<file path="src/rtl/led_pwm_dimmer.sv">
// -----------------------------------------------------------------------------
// led_pwm_dimmer
//
// Multi-channel LED brightness controller. Three raw push-buttons pass through
// 2-flop synchronisers and debouncers. Their press events select a channel and
// step its target duty up or down with saturation. Each channel's PWM compare
// uses an active (shadow) duty. The active duty reloads from the target only
// when the free-running PWM counter wraps, so a period in progress never
// glitches.
//
// Parameters:
//   CHANNELS        number of LED channels (1..16)
//   PWM_BITS        PWM counter width, period = 2^PWM_BITS cycles
//   DEFAULT_DUTY    per-channel duty after reset (0..2^PWM_BITS)
//   STEP            duty change per UP/DN press
//   DEBOUNCE_CYCLES stable cycles needed before a button change is accepted
//
// Ports:
//   CLK      in   system clock
//   RST      in   synchronous active-high reset
//   BTN_SEL  in   raw button, advances the selected channel
//   BTN_UP   in   raw button, raises duty of the selected channel
//   BTN_DN   in   raw button, lowers duty of the selected channel
//   GATE     in   per-channel enable; an LED lights only while its bit is 1
//   LED      out  registered PWM-gated outputs
//   SEL_CH   out  index of the selected channel
// -----------------------------------------------------------------------------
module led_pwm_dimmer #(
    parameter int CHANNELS        = 5,
    parameter int PWM_BITS        = 8,
    parameter int DEFAULT_DUTY    = 8,
    parameter int STEP            = 8,
    parameter int DEBOUNCE_CYCLES = 65536
) (
    input  logic                CLK,
    input  logic                RST,
    input  logic                BTN_SEL,
    input  logic                BTN_UP,
    input  logic                BTN_DN,
    input  logic [CHANNELS-1:0] GATE,
    output logic [CHANNELS-1:0] LED,
    output logic [((CHANNELS > 1) ? $clog2(CHANNELS) : 1)-1:0] SEL_CH
);

    localparam int SEL_W    = (CHANNELS > 1) ? $clog2(CHANNELS) : 1;
    localparam int DUTY_W   = PWM_BITS + 1;
    localparam int ARITH_W  = PWM_BITS + 2;
    localparam int CNT_W    = (DEBOUNCE_CYCLES > 1) ? $clog2(DEBOUNCE_CYCLES) : 1;
    localparam int DUTY_MAX = 2 ** PWM_BITS;
    localparam int NBTN     = 3;

    localparam logic [DUTY_W-1:0]   DUTY_RESET = DUTY_W'(DEFAULT_DUTY);
    localparam logic [PWM_BITS-1:0] PWM_LAST   = {PWM_BITS{1'b1}};
    localparam logic [CNT_W-1:0]    DB_LAST    = CNT_W'(DEBOUNCE_CYCLES - 1);
    localparam logic [SEL_W-1:0]    SEL_LAST   = SEL_W'(CHANNELS - 1);

    // Button bit positions inside the packed button vectors.
    localparam int B_SEL = 0;
    localparam int B_UP  = 1;
    localparam int B_DN  = 2;

    // Saturating duty step. Arithmetic runs one bit wider than the duty so the
    // sum can exceed full scale before clamping. UP together with DN cancels.
    function automatic logic [DUTY_W-1:0] adjust_duty(
        input logic [DUTY_W-1:0] cur,
        input logic              inc,
        input logic              dec
    );
        logic [ARITH_W-1:0] wide;
        logic [ARITH_W-1:0] step_w;
        logic [ARITH_W-1:0] full_w;
        logic [ARITH_W-1:0] result;
        wide   = {1'b0, cur};
        step_w = ARITH_W'(STEP);
        full_w = ARITH_W'(DUTY_MAX);
        if (inc && !dec) begin
            result = wide + step_w;
            if (result > full_w) begin
                result = full_w;
            end
        end else if (dec && !inc) begin
            if (wide < step_w) begin
                result = {ARITH_W{1'b0}};
            end else begin
                result = wide - step_w;
            end
        end else begin
            result = wide;
        end
        return DUTY_W'(result);
    endfunction

    logic [NBTN-1:0]     btn_raw_s;
    logic [NBTN-1:0]     sync1_r;
    logic [NBTN-1:0]     sync2_r;
    logic [NBTN-1:0]     stable_r;
    logic [NBTN-1:0]     press_r;
    logic [CNT_W-1:0]    db_cnt_r [NBTN];

    logic [SEL_W-1:0]    sel_ch_r;
    logic [DUTY_W-1:0]   target_r [CHANNELS];
    logic [DUTY_W-1:0]   active_r [CHANNELS];
    logic [PWM_BITS-1:0] pwm_cnt_r;
    logic [CHANNELS-1:0] led_r;

    assign btn_raw_s = {BTN_DN, BTN_UP, BTN_SEL};
    assign LED       = led_r;
    assign SEL_CH    = sel_ch_r;

    // Synchronise, debounce and detect presses for the three buttons.
    always_ff @(posedge CLK) begin
        if (RST) begin
            sync1_r  <= 3'b000;
            sync2_r  <= 3'b000;
            stable_r <= 3'b000;
            press_r  <= 3'b000;
            for (int b = 0; b < NBTN; b++) begin
                db_cnt_r[b] <= {CNT_W{1'b0}};
            end
        end else begin
            sync1_r <= btn_raw_s;
            sync2_r <= sync1_r;
            for (int b = 0; b < NBTN; b++) begin
                if (sync2_r[b] != stable_r[b]) begin
                    if (db_cnt_r[b] == DB_LAST) begin
                        // Accept the change. Only a 0->1 flip is a press.
                        stable_r[b] <= ~stable_r[b];
                        db_cnt_r[b] <= {CNT_W{1'b0}};
                        press_r[b]  <= ~stable_r[b];
                    end else begin
                        db_cnt_r[b] <= db_cnt_r[b] + CNT_W'(1);
                        press_r[b]  <= 1'b0;
                    end
                end else begin
                    // Any return to the stable level restarts the count.
                    db_cnt_r[b] <= {CNT_W{1'b0}};
                    press_r[b]  <= 1'b0;
                end
            end
        end
    end

    // Apply press events: adjust the currently selected target, then advance selection.
    always_ff @(posedge CLK) begin
        if (RST) begin
            sel_ch_r <= {SEL_W{1'b0}};
            for (int i = 0; i < CHANNELS; i++) begin
                target_r[i] <= DUTY_RESET;
            end
        end else begin
            // The adjustment uses the old sel_ch_r, so SEL+UP changes the old channel.
            for (int i = 0; i < CHANNELS; i++) begin
                if (sel_ch_r == SEL_W'(i)) begin
                    target_r[i] <= adjust_duty(target_r[i], press_r[B_UP], press_r[B_DN]);
                end
            end
            if (press_r[B_SEL]) begin
                if (sel_ch_r == SEL_LAST) begin
                    sel_ch_r <= {SEL_W{1'b0}};
                end else begin
                    sel_ch_r <= sel_ch_r + SEL_W'(1);
                end
            end
        end
    end

    // Free-running PWM counter, wrap-time shadow reload and registered LED compare.
    always_ff @(posedge CLK) begin
        if (RST) begin
            pwm_cnt_r <= {PWM_BITS{1'b0}};
            led_r     <= {CHANNELS{1'b0}};
            for (int i = 0; i < CHANNELS; i++) begin
                active_r[i] <= DUTY_RESET;
            end
        end else begin
            pwm_cnt_r <= pwm_cnt_r + PWM_BITS'(1);
            for (int i = 0; i < CHANNELS; i++) begin
                // Reload only at the last count, so the next period starts with the new duty.
                if (pwm_cnt_r == PWM_LAST) begin
                    active_r[i] <= target_r[i];
                end
                // The extra compare bit lets a duty of 2^PWM_BITS mean always on.
                led_r[i] <= ({1'b0, pwm_cnt_r} < active_r[i]) & GATE[i];
            end
        end
    end

endmodule

</file>
<file path="config.mk">
export PLATFORM = sky130hd
export DESIGN_NAME = led_pwm_dimmer
export DESIGN_NICKNAME = d
export VERILOG_FILES = /design/src/rtl/led_pwm_dimmer.sv
export SDC_FILE = /design/constraint.sdc
export NUM_CORES = 1
export LEC_CHECK = 0
export BUFFER_PORTS_ARGS = -buffer_cell sky130_fd_sc_hd__buf_4
export CAP_MARGIN = 20
export CORE_UTILIZATION = 52
export CTS_CLUSTER_DIAMETER = 40
export DETAILED_ROUTE_END_ITERATION = 16
export GPL_ROUTABILITY_DRIVEN = 0
export MAX_ROUTING_LAYER = met4
export PLACE_DENSITY = 0.71
export REMOVE_ABC_BUFFERS = 1
export SYNTH_ARGS = -nofsm -noshare
export SYNTH_HDL_FRONTEND = slang
export SYNTH_SLANG_ARGS = --single-unit
</file>
<file path="constraint.sdc">
create_clock -name CLK -period 2.3 [get_ports CLK]
set_input_delay 0.46 -clock CLK [delete_from_list [all_inputs] [get_ports CLK]]
set_output_delay 0.46 -clock CLK [all_outputs]
set_load 0.05 [all_outputs]
</file>
==> results.txt, run 1 <==
The run finished, with violations left. The final reports fail on DRC. The worst setup path is captured at a register. Setup slack on the worst reg-to-reg path comes out at 140 ps.

Clock skew on the completed layout was measured at 7.76 ps. The leading cell type in the layout, fill and taps excluded is sky130_fd_sc_hd__nor2_1. The power per unit of standard cell area came out at 675 mW/mm2.

The clock period minus worst slack came out at 2160 ps. The synthesized netlist cell count came out at 798. The number of hold buffers added after cts came out at 0.

The CTS tree is built. The placement-stage cell area is 0.00842 mm2. Data on the critical path arrives at its endpoint at 2440 ps.

Entering global routing, the biggest net connects 25 pins. From left edge to right edge, the die measures 125 um. The tightest min-delay check is of the input pin to register type. The data required time of the worst path is 2580 ps. After detailed routing, the number of vias per cell comes to 5.55. Of the synthesized area, sequential elements account for 0.484.

The count of state elements after synthesis came out at 136. The wire length reported by the detailed router is 15.7 mm. Traced cell by cell, the critical path runs through inv_1 > ha_1 > nand2b_1 > or4b_2 > a21oi_1 > a21oi_1 > nor2_1. For this run, asynchronously set or reset flops after synthesis account for 0. Dividing the final minimum period by the clock period gives 0.940. The endpoint identified for the worst register-to-register timing path is target_r[0][16]. The sum of overflow across all layers after global routing came out at 0. In this run the worst path has a maximum fanout of 9. Clock latency on the worst-skew pair, taken at its later pin, is 420 ps. Measured against its own limit, the worst slew margin works out to 0.453. The type of the worst setup path is register to register. The synthesized-area fraction occupied by and/or/nand/nor cells is 0.216. Each instance of the synthesized netlist takes up on average 9.84 um2. The max-cap violation count is 0. The count of buffers from port buffering came out at 17. In this run the vertical extent of the chip is 125 um. In the final layout, the share of cells above drive strength 1 is 0.0937. The initial core utilization is 0.536. The area fraction in compound gates after synthesis came out at 0.105.

The total clock sinks came out at 136. After synthesis, the cell types taking the most area are sky130_fd_sc_hd__edfxtp_1 (41%), sky130_fd_sc_hd__dfxtp_1 (7.1%), sky130_fd_sc_hd__ha_1 (7.0%), sky130_fd_sc_hd__nor2_1 (5.8%), sky130_fd_sc_hd__xnor2_1 (3.8%). Setup violations remaining at the end of the flow were counted as 0. Of the total synthesized cell area, the portion taken by full adders, half adders and majority gates is 0.0701. The top cell type by total area after synthesis is sky130_fd_sc_hd__edfxtp_1. The die area came out at 0.0156 mm2. In this design, the critical path's most frequently occurring cell is sky130_fd_sc_hd__a21oi_1. The routed layout has 5,942 vias. The cell area after synthesis is 0.00785 mm2. The final worst setup slack came out at 138 ps. The final net count came out at 927.

In the routed design, unresolved DRC markers number 5. The multi-input combinational cells in the finished layout cover a total of 0.00392 mm2. Setup repair after global routing left no endpoint under its margin. The count of final max-slew check failures is 0.

The deepest clock path buffer count is 2. The sequential standard cell area came out at 0.00380 mm2. The number of inserted filler cells in the final layout is 1,251. In this run the critical register-to-register path is launched from target_r[0][13]. The origin of the worst setup path is target_r[0][13].

The wire length of the first global-routing pass is 27.1 mm. The top-level port count is 18. The critical path crosses 7 cells after its start point. The count of unique library cells instantiated by Yosys came out at 50. The dominant delay contributor by cell family on the critical path is simple AND/OR/NAND/NOR gates. The antenna diode instance count is 0. The transition at the pin with the smallest max-transition slack is 821 ps. The number of gates resized after CTS was 0. The violation count after the first detailed-routing iteration came out at 481. With fillers left out, the area of the finished cells amounts to 0.00900 mm2. The number of cells on the worst reg-to-reg path is 7. The routed length per placed instance is 14.7 um. The number of hold-slack violations in the final timing report came to 0. The longest individual stage delay on the worst path came out at 670 ps.

The number of enable-type register cells in the synthesized netlist came out at 108. The worst slack at placement is 142 ps. The clock-pin slew reported for the worst setup and hold paths after clock tree synthesis came out at 50 ps. The portion of netlist area occupied by mux cells came out at 0.00908. The critical path launch point type is a register. The largest family of logic cells by synthesized area is simple AND/OR/NAND/NOR gates. The number of global-route vias before repair came out at 5,945. The static leakage power came out at 3.55 nW.

Summed over all failing endpoints, the final setup total negative slack is 0 ps. The share of the synthesized netlist area taken by xor and xnor gates is 0.0736. In the layout the commonest cells are sky130_fd_sc_hd__nor2_1 (121), sky130_fd_sc_hd__edfxtp_1 (108), sky130_fd_sc_hd__conb_1 (48), sky130_fd_sc_hd__nand2_1 (46), sky130_fd_sc_hd__inv_1 (45). Across the VDD grid, the largest voltage drop is 472 uV. Together, buffers and inverters on the worst path number 1. Static timing analysis puts the maximum clock frequency at 0.462 GHz. The most used flip-flop cell after synthesis is sky130_fd_sc_hd__edfxtp_1.

The half-perimeter wire length of the detailed placement result is 11.0 mm. Relative to the synthesized area, the layout overhead comes to 14.7%. The number of setup buffers added after CTS is 0.

The count of nets left with antenna violations once routing finished came out at 0. The number of antenna violations at the first check in global routing came to 0. The core footprint came out at 0.0146 mm2.

The number of warnings printed during yosys synthesis is 0. For this design, the slowest cell found on the critical path is sky130_fd_sc_hd__or4b_2. The first detailed-routing pass took 11 iterations. In this run the clock root is driven by a sky130_fd_sc_hd__clkbuf_16. The share of Yosys cell area claimed by the top area cell type is 0.413. After floorplanning, the core was divided into 44 placement rows.

The total routing usage reported by global routing is 0.224. In this run the number of H-tree levels came out at 4. The worst setup path endpoint is target_r[0][16]. Buffers inserted during clock tree synthesis total 17.
-- per-stage QoR --
stage	utilization	hold WS, ps	total power, W	std cells
6_report	0.615	262	0.00608	1070
5_1_grt	0.615	254	0.00631	1070
3_3_place_gp	0.575	424	0.00344	1038
4_1_cts	0.614	251	0.00611	1070
3_5_place_dp	0.575	434	0.00346	1038
2_1_floorplan	-	408	0.00330	812
-- logic make-up (layout without fill, tap and decap cells) --
kind of cell / Yosys count / in the layout
adders and majority gates: 44 / 44
other: 1 / 48
muxes: 7 / 7
xor gates and xnor gates: 66 / 66
buffers and inverters: 78 / 119
DFF: 136 / 136
AOI/OAI and AO/OA: 126 / 126
and+or+nand+nor: 340 / 340
-- flip-flops by register name, summed over array words and instances (netlist names) --
signal / flops
active_r: 30
LED: 5
press_r: 3
stable_r: 3
SEL_CH: 3
target_r: 30
sync1_r: 3
pwm_cnt_r: 8
sync2_r: 3
db_cnt_r: 48
-- layer usage --
layer / global-route usage / routed length (um) / vias to the layer above / share of wire
met4: 0.0976 / 327 / 0 / 0.021
met5: - / 0 / - / 0
li1: - / - / 2937 / -
met1: 0.271 / 6950 / 2794 / 0.44
met2: 0.360 / 7540 / 180 / 0.48
met3: 0.0541 / 859 / 31 / 0.055
-- cell usage after synthesis (all sizes together) (5+ instances only) --
cell    count
edfxtp    108
nor2b       9
inv        45
buf        18
clkbuf     15
a21o        5
nor3b       6
mux2i       6
dfxtp      28
ha         44
a21oi      23
or3        11
nand4      10
xor2       32
nor2      121
nor3       30
nand2      46
nand3      33
o211ai      5
and3       17
o21a       14
xnor2      34
o21ai      32
a211oi      8
nand2b     16
a31oi      23
and2       21
or4b        5
-- cell type report --
type                            count  area share
Tap cell                          184      0.0256
Multi-Input combinational cell    631       0.435
Timing Repair Buffer               42      0.0350
Sequential cell                   136       0.422
Clock buffer                       21      0.0489
Clock inverter                     11      0.0145
Inverter                           45      0.0188
-- power by group --
| group | internal [W] | switching [W] | leakage [nW] |
|---|---|---|---|
| Clock | 0.00168 | 0.000967 | 0.279 |
| Sequential | 0.00278 | 0.000129 | 1.32 |
| Combinational | 0.000217 | 0.000311 | 1.95 |
| Total | 0.00468 | 0.00141 | 3.55 |
-- worst min path at each step --
stage	slack [ps]	depth (start not counted)	end	startpoint
final	260	2	sync1_r[2]	BTN_DN
after floorplan	410	1	pwm_cnt_r[0]	pwm_cnt_r[0]
after CTS	250	2	sync1_r[2]	BTN_DN
after global placement	420	1	pwm_cnt_r[0]	pwm_cnt_r[0]
after detailed placement	430	1	sync2_r[2]	sync1_r[2]
after global routing	250	2	sync1_r[2]	BTN_DN
(Power assumes the default switching activity.)
==> inputs of run 2 (changes only) <==
Settings changed: CAP_MARGIN 20 to default, RECOVER_POWER from default to 25.
==> results.txt, run 2 (synthesis results as in run 1) <==
The violation count after the first detailed-routing iteration came to 466 (-3.1%). The net switching fraction of the power came out at 0.231 (about the same). The share of power burned in the clock network came out at 0.436 (about the same). The source-to-sink clock delay at the later pin of the worst-skew pair is 420 ps (about the same). The top-level port count was 18 (unchanged).

The die area is 0.0156 mm2 (unchanged). The overall die height came out at 125 um (unchanged). The largest registers in the layout are db_cnt_r x48, active_r x30, target_r x30.

The largest vdd supply drop was 473 uV (+0.34%). The top metal layer carrying routed signals is met4. The clock period minus worst slack came out at 2150 ps (-9.18 ps).

In this run the worst hold path is classified as input pin to register. The top achievable clock speed came out at 0.464 GHz (+0.43%). The die extent in x is 125 um (unchanged). The critical path is of the register to register type. The number of hold-slack violations in the final timing report came to 0 (unchanged). Setup repair after global routing left no endpoint under its margin. The flip-flop count of the largest register, all copies and words added came out at 48 (unchanged).

The DRC violation count after routing is 4 (-1). The core footprint came out at 0.0146 mm2 (unchanged). The register containing the most flip-flops in the final layout is db_cnt_r. The antenna diode instance count came out at 0 (unchanged). The run finished, with violations left.

The met3 layer wire length in the routed design is 704 um (-18%). The number of vias per cell came to 5.57 (+0.27%). The count of buffers from port buffering was 17 (unchanged). The worst relative slew slack is 0.263 (-0.190).

The maximum number of pins on one net before global-route repair came out at 25 (unchanged). The transition at the pin with the smallest max-transition slack is 1110 ps (+284 ps). The data required time of the worst path is 2580 ps (about the same). The final net count is 927 (unchanged). The share of total power in combinational logic came out at 0.086 (about the same). The internal cell power came to 0.00467 W (-0.11%). The sum of overflow across all layers after global routing is 0 (unchanged). The initial core utilization came out at 0.536 (unchanged). Among the stages of the critical path, the cell type that occurs most often is sky130_fd_sc_hd__a21oi_1. The worst path arrival time is 2430 ps (about the same).

The worst register-to-register path begins at target_r[0][13]. The clock-pin slew reported for the worst setup and hold paths after clock tree synthesis was 50 ps (about the same). The worst slack at placement is 142 ps (unchanged). The wire length of the first global-routing pass is 27.1 mm (unchanged).

The placement-stage cell area is 0.00842 mm2 (unchanged). The final design area excluding fillers came out at 0.00896 mm2 (-0.50%). The total clock sinks was 136 (unchanged). The wire length reported by the detailed router came out at 15.7 mm (+0.11%). The leading cell type in the layout, fill and taps excluded is sky130_fd_sc_hd__nor2_1. The number of inserted filler cells in the final layout was 1,259 (+0.64%). The sum of met2 wire segment lengths after detailed routing is 7.60 mm (+0.76%). The number of buffers inserted by post-CTS setup repair is 0 (unchanged). The first-pass detailed-route iteration total is 11 (unchanged).

The ratio of cells with drive above 1 in the final layout is 0.0801 (-0.0135). The max-cap violation count is 0 (unchanged). The number of antenna violations at the first check in global routing came out at 0 (unchanged).

The critical path goes through inv_1 > ha_1 > nand2b_1 > or4b_2 > a21oi_1 > a21oi_1 > nor2_1. The part of the power in registers came out at 0.478 (about the same). The number of failing setup endpoints in the final timing report came to 0 (unchanged). The half-perimeter wire length of the detailed placement result came to 11.0 mm (unchanged). The wire length on met1 is 7.06 mm (+1.6%).

The relative area change from synthesis to final layout is 14.1%. In this run the most critical hold path is launched from BTN_DN. The count of final max-slew check failures was 0 (unchanged).

The critical path launch point type is a register. The setup skew after layout is 7.51 ps (-0.249 ps). The deepest clock path buffer count is 2 (unchanged). The row count came out at 44 (unchanged). The tree is rooted in a sky130_fd_sc_hd__clkbuf_16. The clock buffer count from CTS is 17 (unchanged).

The capturing element type of the critical path is a register. The post-route setup TNS came out at 0 ps (unchanged). The number of hold buffers added after cts came out at 0 (unchanged). The origin of the worst setup path is target_r[0][13].

The static leakage power came to 3.51 nW (-1.4%). The net switching component of the power came to 0.00141 W (about the same). The longest individual stage delay on the worst path came out at 670 ps (about the same). The total routing usage reported by global routing was 0.224 (unchanged). In the layout the commonest cells are sky130_fd_sc_hd__nor2_1 (121), sky130_fd_sc_hd__edfxtp_1 (108), sky130_fd_sc_hd__conb_1 (48), sky130_fd_sc_hd__nand2_1 (46), sky130_fd_sc_hd__inv_1 (45). The top fanout value on the critical path is 9 (unchanged).

The count of nets left with antenna violations after detail routing is 0 (unchanged). The critical path's slowest cell is sky130_fd_sc_hd__or4b_2. The number of global-route vias before repair came out at 5,945 (unchanged).

The count of vias placed by the detailed router came out at 5,958 (+0.27%). The H-tree depth reported by CTS is 4 (unchanged). The checks that failed: DRC. The final worst setup slack was 147 ps (+9.18 ps).

The routed length per placed instance came to 14.7 um (+0.11%). TritonCTS built the clock tree. The power per unit of standard cell area is 678 mW/mm2 (+0.41%). The final period utilization is 0.936 (-0.00399). The number of gates resized after CTS came out at 0 (unchanged).
run 2: changes by cell type in the layout (fill, tap and decap cells not counted), sizes merged:
cell and change:
buf -12, clkbuf +12
run 2: area by class of cell:
cell class | count | area (um2) | share of cell area
clock buffer | 21 | 440 | 0.0492
clock inverter | 11 | 130 | 0.0145
inverter | 45 | 169 | 0.0189
multi-input combinational | 631 | 3920 | 0.437
sequential | 136 | 3800 | 0.425
tap | 184 | 230 | 0.0257
timing repair buffer | 42 | 270 | 0.0302
run 2: path summary, 6_finish.rpt:
kind                     end  slack, ps  cells past startpoint
max reg2reg  target_r[0][16]        150                      7
max          target_r[0][16]        150                      7
min reg2reg       sync2_r[0]        440                      1
min               sync1_r[2]        260                      2
run 2: metal layers:
layer,vias up,GRT usage
li1,2939,-
met1,2830,0.271
met2,154,0.360
met3,35,0.0541
met4,0,0.0976
met5,-,-
run 2: metrics by stage:
step,power (W),hold slack (ps),std cells,util
after floorplan,0.00330,408,812,-
after global placement,0.00344,424,1038,0.575
after detailed placement,0.00346,434,1038,0.575
after CTS,0.00611,251,1070,0.614
after global routing,0.00631,254,1070,0.612
final,0.00608,261,1070,0.612
run 2: critical path, delay by kind of cell, from the launching register on:
kind,cells,cell delay (ps)
adders and majority gates,1,230
and+or+nand+nor,3,900
AOI/OAI and AO/OA,2,230
buffers and inverters,1,150
DFF,1,510
run 2: power groups by stage:
stage               logic [W]  clock network [W]  registers, W
floorplan            0.000355                  0       0.00294
global placement     0.000493                  0       0.00294
detailed placement   0.000512                  0       0.00295
CTS                  0.000519            0.00269       0.00290
global route         0.000585            0.00280       0.00292
finish               0.000522            0.00265       0.00291
==> inputs of run 3 (changes only) <==
Settings changed: CORE_UTILIZATION 52 to 55.
Clock period 2.3 ns to 2.62 ns, I/O delays scaled along.
==> results.txt, run 3 (synthesis results as in run 1) <==
The sum of overflow across all layers after global routing came out at 0 (unchanged). The data required time of the worst path came out at 2710 ps (+130 ps). The antenna diode instance count came out at 0 (unchanged).

The deepest clock path buffer count is 2 (unchanged). The flip-flop count of the largest register, all copies and words added came out at 48 (unchanged). Leaving out fill and tap cells, the most frequent cells in the layout are sky130_fd_sc_hd__nor2_1 (121), sky130_fd_sc_hd__edfxtp_1 (108), sky130_fd_sc_hd__conb_1 (48), sky130_fd_sc_hd__nand2_1 (46), sky130_fd_sc_hd__inv_1 (45).

The maximum number of pins on one net before global-route repair came to 34 (+36%). The source-to-sink clock delay at the later pin of the worst-skew pair came to 420 ps (about the same). The min-delay analysis places its worst path in the category input pin to register. Traced cell by cell, the critical path runs through clkbuf_1 > and3_1 > and3_1 > nand3_1 > nand2b_1 > buf_4. The wire length of the first global-routing pass is 25.8 mm (-4.8%).

The worst path arrival time is 2480 ps (+50 ps). The final net count came to 912 (-1.6%). The top-level port count was 18 (unchanged). The overall die height is 121 um (-2.7%). The post-route setup TNS came out at 0 ps (unchanged). The worst setup path is captured at a register.

By instance count, the cell type seen most on the critical path is sky130_fd_sc_hd__and3_1. The core footprint is 0.0139 mm2 (-5.2%). The setup skew after layout is 7.55 ps (+0.0340 ps). The half-perimeter wire length of the detailed placement result is 10.5 mm (-4.4%). The count of final max-slew check failures is 0 (unchanged). The H-tree depth reported by CTS is 4 (unchanged). The top achievable clock speed is 0.418 GHz (-10%). The global-route track usage on met3 was 0.0423 (-0.0118). The number of antenna violations at the first check in global routing was 0 (unchanged).

The clock period minus worst slack came out at 2390 ps (+239 ps). The largest registers in the layout are db_cnt_r x48, active_r x30, target_r x30. The final worst setup slack came out at 228 ps (+81.4 ps).

The row count came out at 43 (-2.3%). The number of global-route vias before repair is 5,633 (-5.2%). The number of hold buffers added after cts was 0 (unchanged). The DRC violation count after routing is 0 (-4). The register containing the most flip-flops in the final layout is db_cnt_r. The total clock sinks came out at 136 (unchanged).

The worst relative slew slack came out at 0.511 (+0.248). The die area is 0.0148 mm2 (-5.4%). The worst register-to-register path begins at pwm_cnt_r[3]. The number of vias per cell is 5.59 (+0.44%). The count of nets left with antenna violations after detail routing is 0 (unchanged). The busiest metal layer after global routing is met2. By startpoint and endpoint, the worst setup path is classified as register to register. The largest vdd supply drop was 461 uV (-2.6%). The longest individual stage delay on the worst path came out at 440 ps (-230 ps). The number of cells on the worst reg-to-reg path is 6 (-1). The critical path starts at pwm_cnt_r[3]. The slowest stage of the critical path is the sky130_fd_sc_hd__clkbuf_1 cell.

The worst slack at placement was 381 ps (+239 ps). The wire length reported by the detailed router is 15.3 mm (-2.6%). The met2 routing resource usage after global routing is 0.376 (+0.0169). The clock buffer count from CTS is 17 (unchanged).

In this run the worst setup path terminates at active_r[0][16]. The static leakage power was 3.48 nW (-0.67%). The ratio of cells with drive above 1 in the final layout is 0.0689 (-0.0112).

The clock tree root driver cell is sky130_fd_sc_hd__clkbuf_16. The fraction of met1 tracks used by global routing was 0.280 (+0.00892). The relative area change from synthesis to final layout came out at 13.5%. The clock-pin slew reported for the worst setup and hold paths after clock tree synthesis came out at 50 ps (about the same). Setup repair after global routing left no endpoint under its margin.

The top fanout value on the critical path was 23 (+14). The endpoint identified for the worst register-to-register timing path is active_r[0][16]. The max-cap violation count is 0 (unchanged). The violation count after the first detailed-routing iteration came to 407 (-13%). The number of hold-slack violations in the final timing report came out at 0 (unchanged).

The number of gates resized after CTS came out at 0 (unchanged). The first-pass detailed-route iteration total came out at 5 (-6). The count of vias placed by the detailed router came out at 5,878 (-1.3%). TritonCTS built the clock tree. The final period utilization came to 0.913 (-0.0233).

The routed length per placed instance came to 14.6 um (-0.81%). The initial core utilization is 0.566 (+0.0295). The library cell used most frequently in the layout, excluding fill and tap cells, is sky130_fd_sc_hd__nor2_1. The power per unit of standard cell area is 633 mW/mm2 (-6.7%).

The number of buffers inserted by post-CTS setup repair came to 0 (unchanged). The number of failing setup endpoints in the final timing report came out at 0 (unchanged). The die extent in x came out at 121 um (-2.7%). The transition at the pin with the smallest max-transition slack is 733 ps (-372 ps).

The critical path launch point type is a register. The register-to-register setup slack is 230 ps (+80 ps). The count of buffers from port buffering is 17 (unchanged). The total routing usage reported by global routing is 0.231 (+0.00638). The run finished with clean final reports.
run 3: worst min path at each step:
stage | start | end | slack (ps) | cells after the start
6_report | BTN_UP | sync1_r[1] | 310 | 2
5_1_grt | BTN_DN | sync1_r[2] | 330 | 2
4_1_cts | BTN_SEL | sync1_r[0] | 300 | 2
3_5_place_dp | sync1_r[2] | sync2_r[2] | 420 | 1
3_3_place_gp | sync1_r[1] | sync2_r[1] | 420 | 1
2_1_floorplan | pwm_cnt_r[0] | pwm_cnt_r[0] | 410 | 1
run 3: metrics by stage:
| step | util | power [W] | instances | hold WS (ps) | cell area (um2) |
|---|---|---|---|---|---|
| 3_3_place_gp | 0.598 | 0.00301 | 1019 | 421 | 8300 |
| 2_1_floorplan | - | 0.00289 | 812 | 408 | 7880 |
| 5_1_grt | 0.642 | 0.00584 | 1051 | 326 | 8910 |
| 4_1_cts | 0.645 | 0.00568 | 1051 | 302 | 8960 |
| 6_report | 0.642 | 0.00564 | 1051 | 314 | 8910 |
| 3_5_place_dp | 0.598 | 0.00303 | 1019 | 424 | 8300 |
run 3: per-layer routing:
layer / up-vias / wire [um]
li1: 2908 / -
met1: 2770 / 6850
met2: 168 / 7420
met3: 32 / 733
met4: 0 / 293
met5: - / 0
run 3: worst max-delay path: cells and delay by family (launching register included):
family	cells	cell delay [ps]
flip-flops	1	300
AND/OR/NAND/NOR	4	990
buffers and inverters	2	770
run 3: power by group:
part	internal [W]	leakage, nW	total [W]	switching [W]
registers	0.00244	1.32	0.00256	0.000123
logic	0.000176	1.83	0.000429	0.000254
clock network	0.00177	0.328	0.00265	0.000883
total	0.00438	3.48	0.00564	0.00126
run 3: cell type report:
type	instances	area (um2)
repair buffers	27	163
well taps	180	225
inverters	45	169
fillers	1104	4970
multi-input cells	631	3900
clock buffers	17	425
clock inverters	15	231
flip-flops and latches	136	3800
